**config.mk**
```make
export PLATFORM = sky130hd
export DESIGN_NAME = fetch_ctrl_flat
export DESIGN_NICKNAME = d
export VERILOG_FILES = /design/src/rtl/fetch_if.sv /design/src/rtl/fetch_ctrl.sv /design/src/flat_wrapper.sv
export SDC_FILE = /design/constraint.sdc
export NUM_CORES = 1
export LEC_CHECK = 0
export ABC_CLOCK_PERIOD_IN_PS = 13600
export CAP_MARGIN = 10
export CORE_AREA = 4 4 145 147
export CTS_CLUSTER_SIZE = 20
export DETAILED_ROUTE_END_ITERATION = 7
export DIE_AREA = 0 0 149 151
export PLACE_DENSITY = 0.73
export SLEW_MARGIN = 0
export SYNTH_ARGS = -nofsm -noshare
export SYNTH_HDL_FRONTEND = slang
export SYNTH_SLANG_ARGS = --single-unit
```
**constraint.sdc**
```tcl
create_clock -name clk -period 13.6 [get_ports clk]
set_input_delay 3.4 -clock clk [delete_from_list [all_inputs] [get_ports clk]]
set_output_delay 3.4 -clock clk [all_outputs]
set_load 0.005 [all_outputs]
```
**src/rtl/fetch_if.sv**
```systemverilog
// Fetch-stage bus between the fetch controller and the rest of the pipeline.
// The master side is the controller; the slave side is the hazard/ID/EX/ROM environment.
interface fetch_if;
  logic        stall;
  logic        branch_taken;
  logic [31:0] branch_target;
  logic        jump;
  logic [31:0] jump_target;
  logic        irq;
  logic [31:0] instr_in;
  logic [31:0] pc;
  logic [31:0] if_id_instr;
  logic [31:0] if_id_pc4;
  logic        if_id_valid;
  logic        flush_id;
  logic [31:0] epc;
  logic        irq_ack;
  logic [31:0] fetch_count;

  modport master (
    input  stall, branch_taken, branch_target, jump, jump_target, irq, instr_in,
    output pc, if_id_instr, if_id_pc4, if_id_valid, flush_id, epc, irq_ack, fetch_count
  );

  modport slave (
    output stall, branch_taken, branch_target, jump, jump_target, irq, instr_in,
    input  pc, if_id_instr, if_id_pc4, if_id_valid, flush_id, epc, irq_ack, fetch_count
  );
endinterface

```
**src/rtl/fetch_ctrl.sv**
```systemverilog
// Instruction-fetch controller: owns the PC, fills IF/ID and picks next-PC among
// taken branch, stall, jump, interrupt entry and sequential fetch.
module fetch_ctrl #(
  parameter logic [31:0] RESET_PC   = 32'h0040_0000,
  parameter logic [31:0] IRQ_VECTOR = 32'h8000_0004
) (
  input  logic clk,
  input  logic reset,
  fetch_if.master bus
);

  localparam logic [0:0] BOOT = 1'b0;
  localparam logic [0:0] RUN  = 1'b1;

  logic [0:0]  state_r, state_n;
  logic [31:0] pc_r, pc_n;
  logic [31:0] instr_r, instr_n;
  logic [31:0] pc4_r, pc4_n;
  logic        valid_r, valid_n;
  logic [31:0] epc_r, epc_n;
  logic [31:0] cnt_r, cnt_n;

  logic        run_s;
  logic        jump_ok_s;
  logic        irq_ok_s;
  logic        irq_take_s;
  logic [31:0] pc_plus4_s;

  // A jump is only honoured when ID really holds the instruction that produced it.
  assign run_s      = (state_r == RUN);
  assign jump_ok_s  = bus.jump && valid_r;
  assign irq_ok_s   = bus.irq && !pc_r[31];
  assign irq_take_s = run_s && !bus.branch_taken && !bus.stall && !jump_ok_s && irq_ok_s;
  assign pc_plus4_s = pc_r + 32'd4;

  assign bus.pc          = pc_r;
  assign bus.if_id_instr = instr_r;
  assign bus.if_id_pc4   = pc4_r;
  assign bus.if_id_valid = valid_r;
  assign bus.epc         = epc_r;
  assign bus.fetch_count = cnt_r;
  assign bus.flush_id    = run_s && bus.branch_taken;
  assign bus.irq_ack     = irq_take_s;

  // Next-state selection in priority order: branch, stall, jump, interrupt, sequential.
  always_comb begin
    state_n = state_r;
    pc_n    = pc_r;
    instr_n = instr_r;
    pc4_n   = pc4_r;
    valid_n = valid_r;
    epc_n   = epc_r;
    cnt_n   = cnt_r;
    case (state_r)
      BOOT: begin
        state_n = RUN;
      end
      RUN: begin
        if (bus.branch_taken) begin
          pc_n    = {bus.branch_target[31:2], 2'b00};
          instr_n = 32'd0;
          valid_n = 1'b0;
        end else if (bus.stall) begin
          pc_n = pc_r;
        end else if (jump_ok_s) begin
          pc_n    = {bus.jump_target[31:2], 2'b00};
          instr_n = 32'd0;
          valid_n = 1'b0;
        end else if (irq_ok_s) begin
          epc_n   = pc_r;
          pc_n    = {IRQ_VECTOR[31:2], 2'b00};
          instr_n = 32'd0;
          valid_n = 1'b0;
        end else begin
          pc_n    = pc_plus4_s;
          instr_n = bus.instr_in;
          pc4_n   = pc_plus4_s;
          valid_n = 1'b1;
          cnt_n   = cnt_r + 32'd1;
        end
      end
      default: begin
        state_n = BOOT;
      end
    endcase
  end

  // PC, IF/ID, EPC and fetch counter registers; reset discards any pending redirect.
  always_ff @(posedge clk or posedge reset) begin
    if (reset) begin
      state_r <= BOOT;
      pc_r    <= {RESET_PC[31:2], 2'b00};
      instr_r <= 32'd0;
      pc4_r   <= 32'd0;
      valid_r <= 1'b0;
      epc_r   <= 32'd0;
      cnt_r   <= 32'd0;
    end else begin
      state_r <= state_n;
      pc_r    <= pc_n;
      instr_r <= instr_n;
      pc4_r   <= pc4_n;
      valid_r <= valid_n;
      epc_r   <= epc_n;
      cnt_r   <= cnt_n;
    end
  end

endmodule

```
**src/flat_wrapper.sv**
```systemverilog
// flat-port wrapper written by rule: the top's interface ports become plain ports
module fetch_ctrl_flat 
#(
  parameter logic [31:0] RESET_PC   = 32'h0040_0000,
  parameter logic [31:0] IRQ_VECTOR = 32'h8000_0004
)
  (clk, reset, bus_stall, bus_branch_taken, bus_branch_target, bus_jump, bus_jump_target, bus_irq, bus_instr_in, bus_pc, bus_if_id_instr, bus_if_id_pc4, bus_if_id_valid, bus_flush_id, bus_epc, bus_irq_ack, bus_fetch_count);
  fetch_if bus_i ();
  input  logic clk;
  input  logic reset;
  input wire logic [$bits(bus_i.stall)-1:0] bus_stall;
  input wire logic [$bits(bus_i.branch_taken)-1:0] bus_branch_taken;
  input wire logic [$bits(bus_i.branch_target)-1:0] bus_branch_target;
  input wire logic [$bits(bus_i.jump)-1:0] bus_jump;
  input wire logic [$bits(bus_i.jump_target)-1:0] bus_jump_target;
  input wire logic [$bits(bus_i.irq)-1:0] bus_irq;
  input wire logic [$bits(bus_i.instr_in)-1:0] bus_instr_in;
  output wire logic [$bits(bus_i.pc)-1:0] bus_pc;
  output wire logic [$bits(bus_i.if_id_instr)-1:0] bus_if_id_instr;
  output wire logic [$bits(bus_i.if_id_pc4)-1:0] bus_if_id_pc4;
  output wire logic [$bits(bus_i.if_id_valid)-1:0] bus_if_id_valid;
  output wire logic [$bits(bus_i.flush_id)-1:0] bus_flush_id;
  output wire logic [$bits(bus_i.epc)-1:0] bus_epc;
  output wire logic [$bits(bus_i.irq_ack)-1:0] bus_irq_ack;
  output wire logic [$bits(bus_i.fetch_count)-1:0] bus_fetch_count;
  assign bus_i.stall = bus_stall;
  assign bus_i.branch_taken = bus_branch_taken;
  assign bus_i.branch_target = bus_branch_target;
  assign bus_i.jump = bus_jump;
  assign bus_i.jump_target = bus_jump_target;
  assign bus_i.irq = bus_irq;
  assign bus_i.instr_in = bus_instr_in;
  assign bus_pc = bus_i.pc;
  assign bus_if_id_instr = bus_i.if_id_instr;
  assign bus_if_id_pc4 = bus_i.if_id_pc4;
  assign bus_if_id_valid = bus_i.if_id_valid;
  assign bus_flush_id = bus_i.flush_id;
  assign bus_epc = bus_i.epc;
  assign bus_irq_ack = bus_i.irq_ack;
  assign bus_fetch_count = bus_i.fetch_count;
  fetch_ctrl #(.RESET_PC(RESET_PC), .IRQ_VECTOR(IRQ_VECTOR)) u_core (.clk(clk), .reset(reset), .bus(bus_i));
endmodule
```
==> impl_metrics.toml <==
[run_status]
status = "finished, final reports clean"

[sta]
min_period_ns = 9.92
tightest_slew_ns = 0.990
hold_viol = 0
setup_viol = 0
finalSetupTns_ns = 0
rsz0062_at_grt = "false"
finalMaxSlewViolations = 0
fin_crit_sh_pct = 72.9
max_slew_margin_pct = 33.7
finalWorstSetupSlack_ns = 3.68
max_freq_ghz = 0.101
finClkSkew_ns = 0.00681

[routing]
drt_iter0_drc = 384
post_drt_wl_per_cell_um = 19.3
drt.antenna.violating_nets = 0
routed-via-count = 6720
drc_errors = 0
totalWireLength_mm = 24.8
avgViaCountPerCell = 5.23
drt_pass1_iterations = 4

[place]
place_inst = 1253
dp_hpwl_mm = 17.8
pre_cts_slack_ns = 3.60
dpl_cell_area_um2 = 10100
routabilityCongestion = 0.811
portBuffers = 254

[cells_and_area]
finalNetCount = 1106
drive_above_1_share_pct = 6.01
final_cells = 1285
syn2layout_area_growth_pct = 45.5
antenna_cells = 0
design_area_um2 = 10700
num-fill-cells = 1856

[global_routing]
grt_pass1_wl_mm = 38.2
track_usage_pct = 21.9
grt_max_degree = 88
overflow = 0
antenna_found_initial = 0
grt_pass1_vias = 6688

[critical_path]
rr_worst_depth = 5
worstPathRequired_ns = 10.20
setup.worst_path.class = "in -> out"
cp-start-kind = "input port"
critPathMaxFanout = 36
end_kind = "output pin"
cp.arrival_ns = 6.52

[cts]
clockRootBuffer = "clkbuf_16"
clockBufferDepth = 2
numClockSinks = 156
path_clk_slew_ns = 0.06
cts_resized = 0
numCtsBuffers = 17
htree_levels = 4
clock_latency_ns = 0.42
cts_tree = "yes"
post_cts_buffers = 0
cts_hold_buffers = 0

[pwr]
powerDensity_nw_per_um2 = 136
ir_worst_vdd_v = 0.0000853
power_leakage_nw = 4.57
total_power_mw = 1.45

[floorplanning]
coreArea_um2 = 19900
ioPinCount = 265
die_y_um = 151
die_w_um = 149
die-area_um2 = 22500
row_count = 52
start_util_pct = 37.0

[synthesis]
synth_edf_count = 0
syn_inst = 767
ys_types = 58
ys_warn_count = 0
syn_area_um2 = 7360
synth_ff_type = "dfrtp_1"
synth-seq-cells = 156
syn_avg_cell_area_um2 = 9.60
synthArstFlopShare_pct = 100
ys_seq_area_share_pct = 53.0

[min_path]
min_path_cells = 1
hp-class = "reg -> reg"

[flow_run]
maxCapViolCount = 0
-- power by group --
group | total (mW) | internal (mW) | leakage (nW) | switching (mW)
logic | 0.363 | 0.213 | 2.26 | 0.150
registers | 0.618 | 0.543 | 2.03 | 0.0746
clock network | 0.473 | 0.260 | 0.279 | 0.213
-- placed cells by master, fill, tap and decap left out, drive strengths merged, types with 3 or more instances in the layout --
master / synthesis / final
clkdlybuf4s50: 0 / 254
nand2: 158 / 158
dfrtp: 155 / 155
o21ai: 59 / 59
xnor2: 38 / 38
a21oi: 34 / 34
nand3: 33 / 33
a22o: 32 / 32
nor2: 31 / 31
nand4: 20 / 20
xor2: 19 / 19
clkbuf: 40 / 18
inv: 11 / 18
and3: 14 / 14
nor3: 10 / 10
buf: 13 / 10
nand2b: 9 / 9
or3: 7 / 7
and4: 7 / 7
and2: 7 / 7
conb: 2 / 7
a221oi: 6 / 6
o31ai: 6 / 6
or4: 5 / 5
nor4: 5 / 5
o221ai: 4 / 4
a31o: 4 / 4
clkinv: 0 / 4
o2111ai: 3 / 3
a21boi: 3 / 3
a32o: 3 / 3
-- per-layer routing --
metal / part of all wire [%] / GRT usage, %
met2: 48 / 35.4
met5: 0 / 0
met3: 6.4 / 5.48
met4: 1.8 / 6.13
met1: 43 / 29.4
-- path summary, 6_finish.rpt --
check,start,endpoint,slack [ns]
max in group asynchronous,reset,u_core.bus.epc[21],8.65
worst max register to register,u_core.bus.pc[31],u_core.bus.epc[3],10.99
worst min register to register,u_core.bus.fetch_count[31],u_core.bus.fetch_count[31],0.47
worst min-delay path,u_core.bus.fetch_count[31],u_core.bus.fetch_count[31],0.47
min in group asynchronous,reset,u_core.bus.if_id_instr[29],3.50
worst max-delay path,bus_branch_taken,bus_irq_ack,3.68
-- state kept, by name (all words and copies together) (netlist names) --
register / count
u_core.bus.epc: 30
u_core.bus.fetch_count: 32
u_core.bus.if_id_instr: 32
u_core.bus.if_id_pc4: 30
u_core.bus.if_id_valid: 1
u_core.bus.pc: 30
u_core.run_s: 1
-- final cells by class --
class	instances	area [µm²]	area share, %
Sequential cell	156	3910	36.5
Multi-Input combinational cell	552	3220	30.1
Timing Repair Buffer	264	2620	24.4
Clock buffer	18	429	4.01
Tap cell	270	338	3.15
Clock inverter	14	154	1.44
Inverter	11	46.3	0.432
-- synthesized netlist by cell type, types with 6 or more instances --
| master | n | share of area, % |
|---|---|---|
| o31ai_1 | 6 | 0.61 |
| dfrtp_1 | 155 | 53 |
| and4_1 | 7 | 0.83 |
| nand2_1 | 158 | 8.1 |
| xor2_1 | 19 | 2.3 |
| xnor2_1 | 38 | 4.5 |
| buf_4 | 6 | 0.61 |
| and2_1 | 7 | 0.59 |
| nand4_1 | 19 | 1.6 |
| nand2b_1 | 9 | 0.76 |
| o21ai_0 | 58 | 3.9 |
| or3_1 | 7 | 0.59 |
| nor2_1 | 30 | 1.5 |
| a221oi_1 | 6 | 0.71 |
| a21oi_1 | 34 | 2.3 |
| nand3_1 | 31 | 2.1 |
| nor3_1 | 10 | 0.68 |
| inv_1 | 10 | 0.51 |
| a22o_1 | 32 | 3.8 |
| clkbuf_1 | 40 | 2.0 |
| and3_1 | 14 | 1.2 |
-- critical path, stage by stage --
cell	delay [ns]
clkdlybuf4s50_1	0.39
buf_4	0.26
nor3b_2	0.31
nand3_2	0.71
inv_2	0.79
clkdlybuf4s50_1	0.62
-- logic make-up after synthesis --
logic type / after synthesis / synth area share (%)
AOI/OAI and AO/OA: 170 / 15.2
xor gates and xnor gates: 57 / 6.78
adders and majority gates: 2 / 0.340
buffers and inverters: 64 / 3.70
DFF: 156 / 53.0
muxes: 2 / 0.272
other: 2 / 0.102
and+or+nand+nor: 314 / 20.5
-- stage by stage --
stage	util, %	hold WS (ns)
finish	53.8	0.471
global route	53.8	0.496
CTS	53.8	0.474
detailed placement	50.9	0.462
global placement	50.9	0.458
floorplan	-	0.468
(Power assumes the default switching activity.)
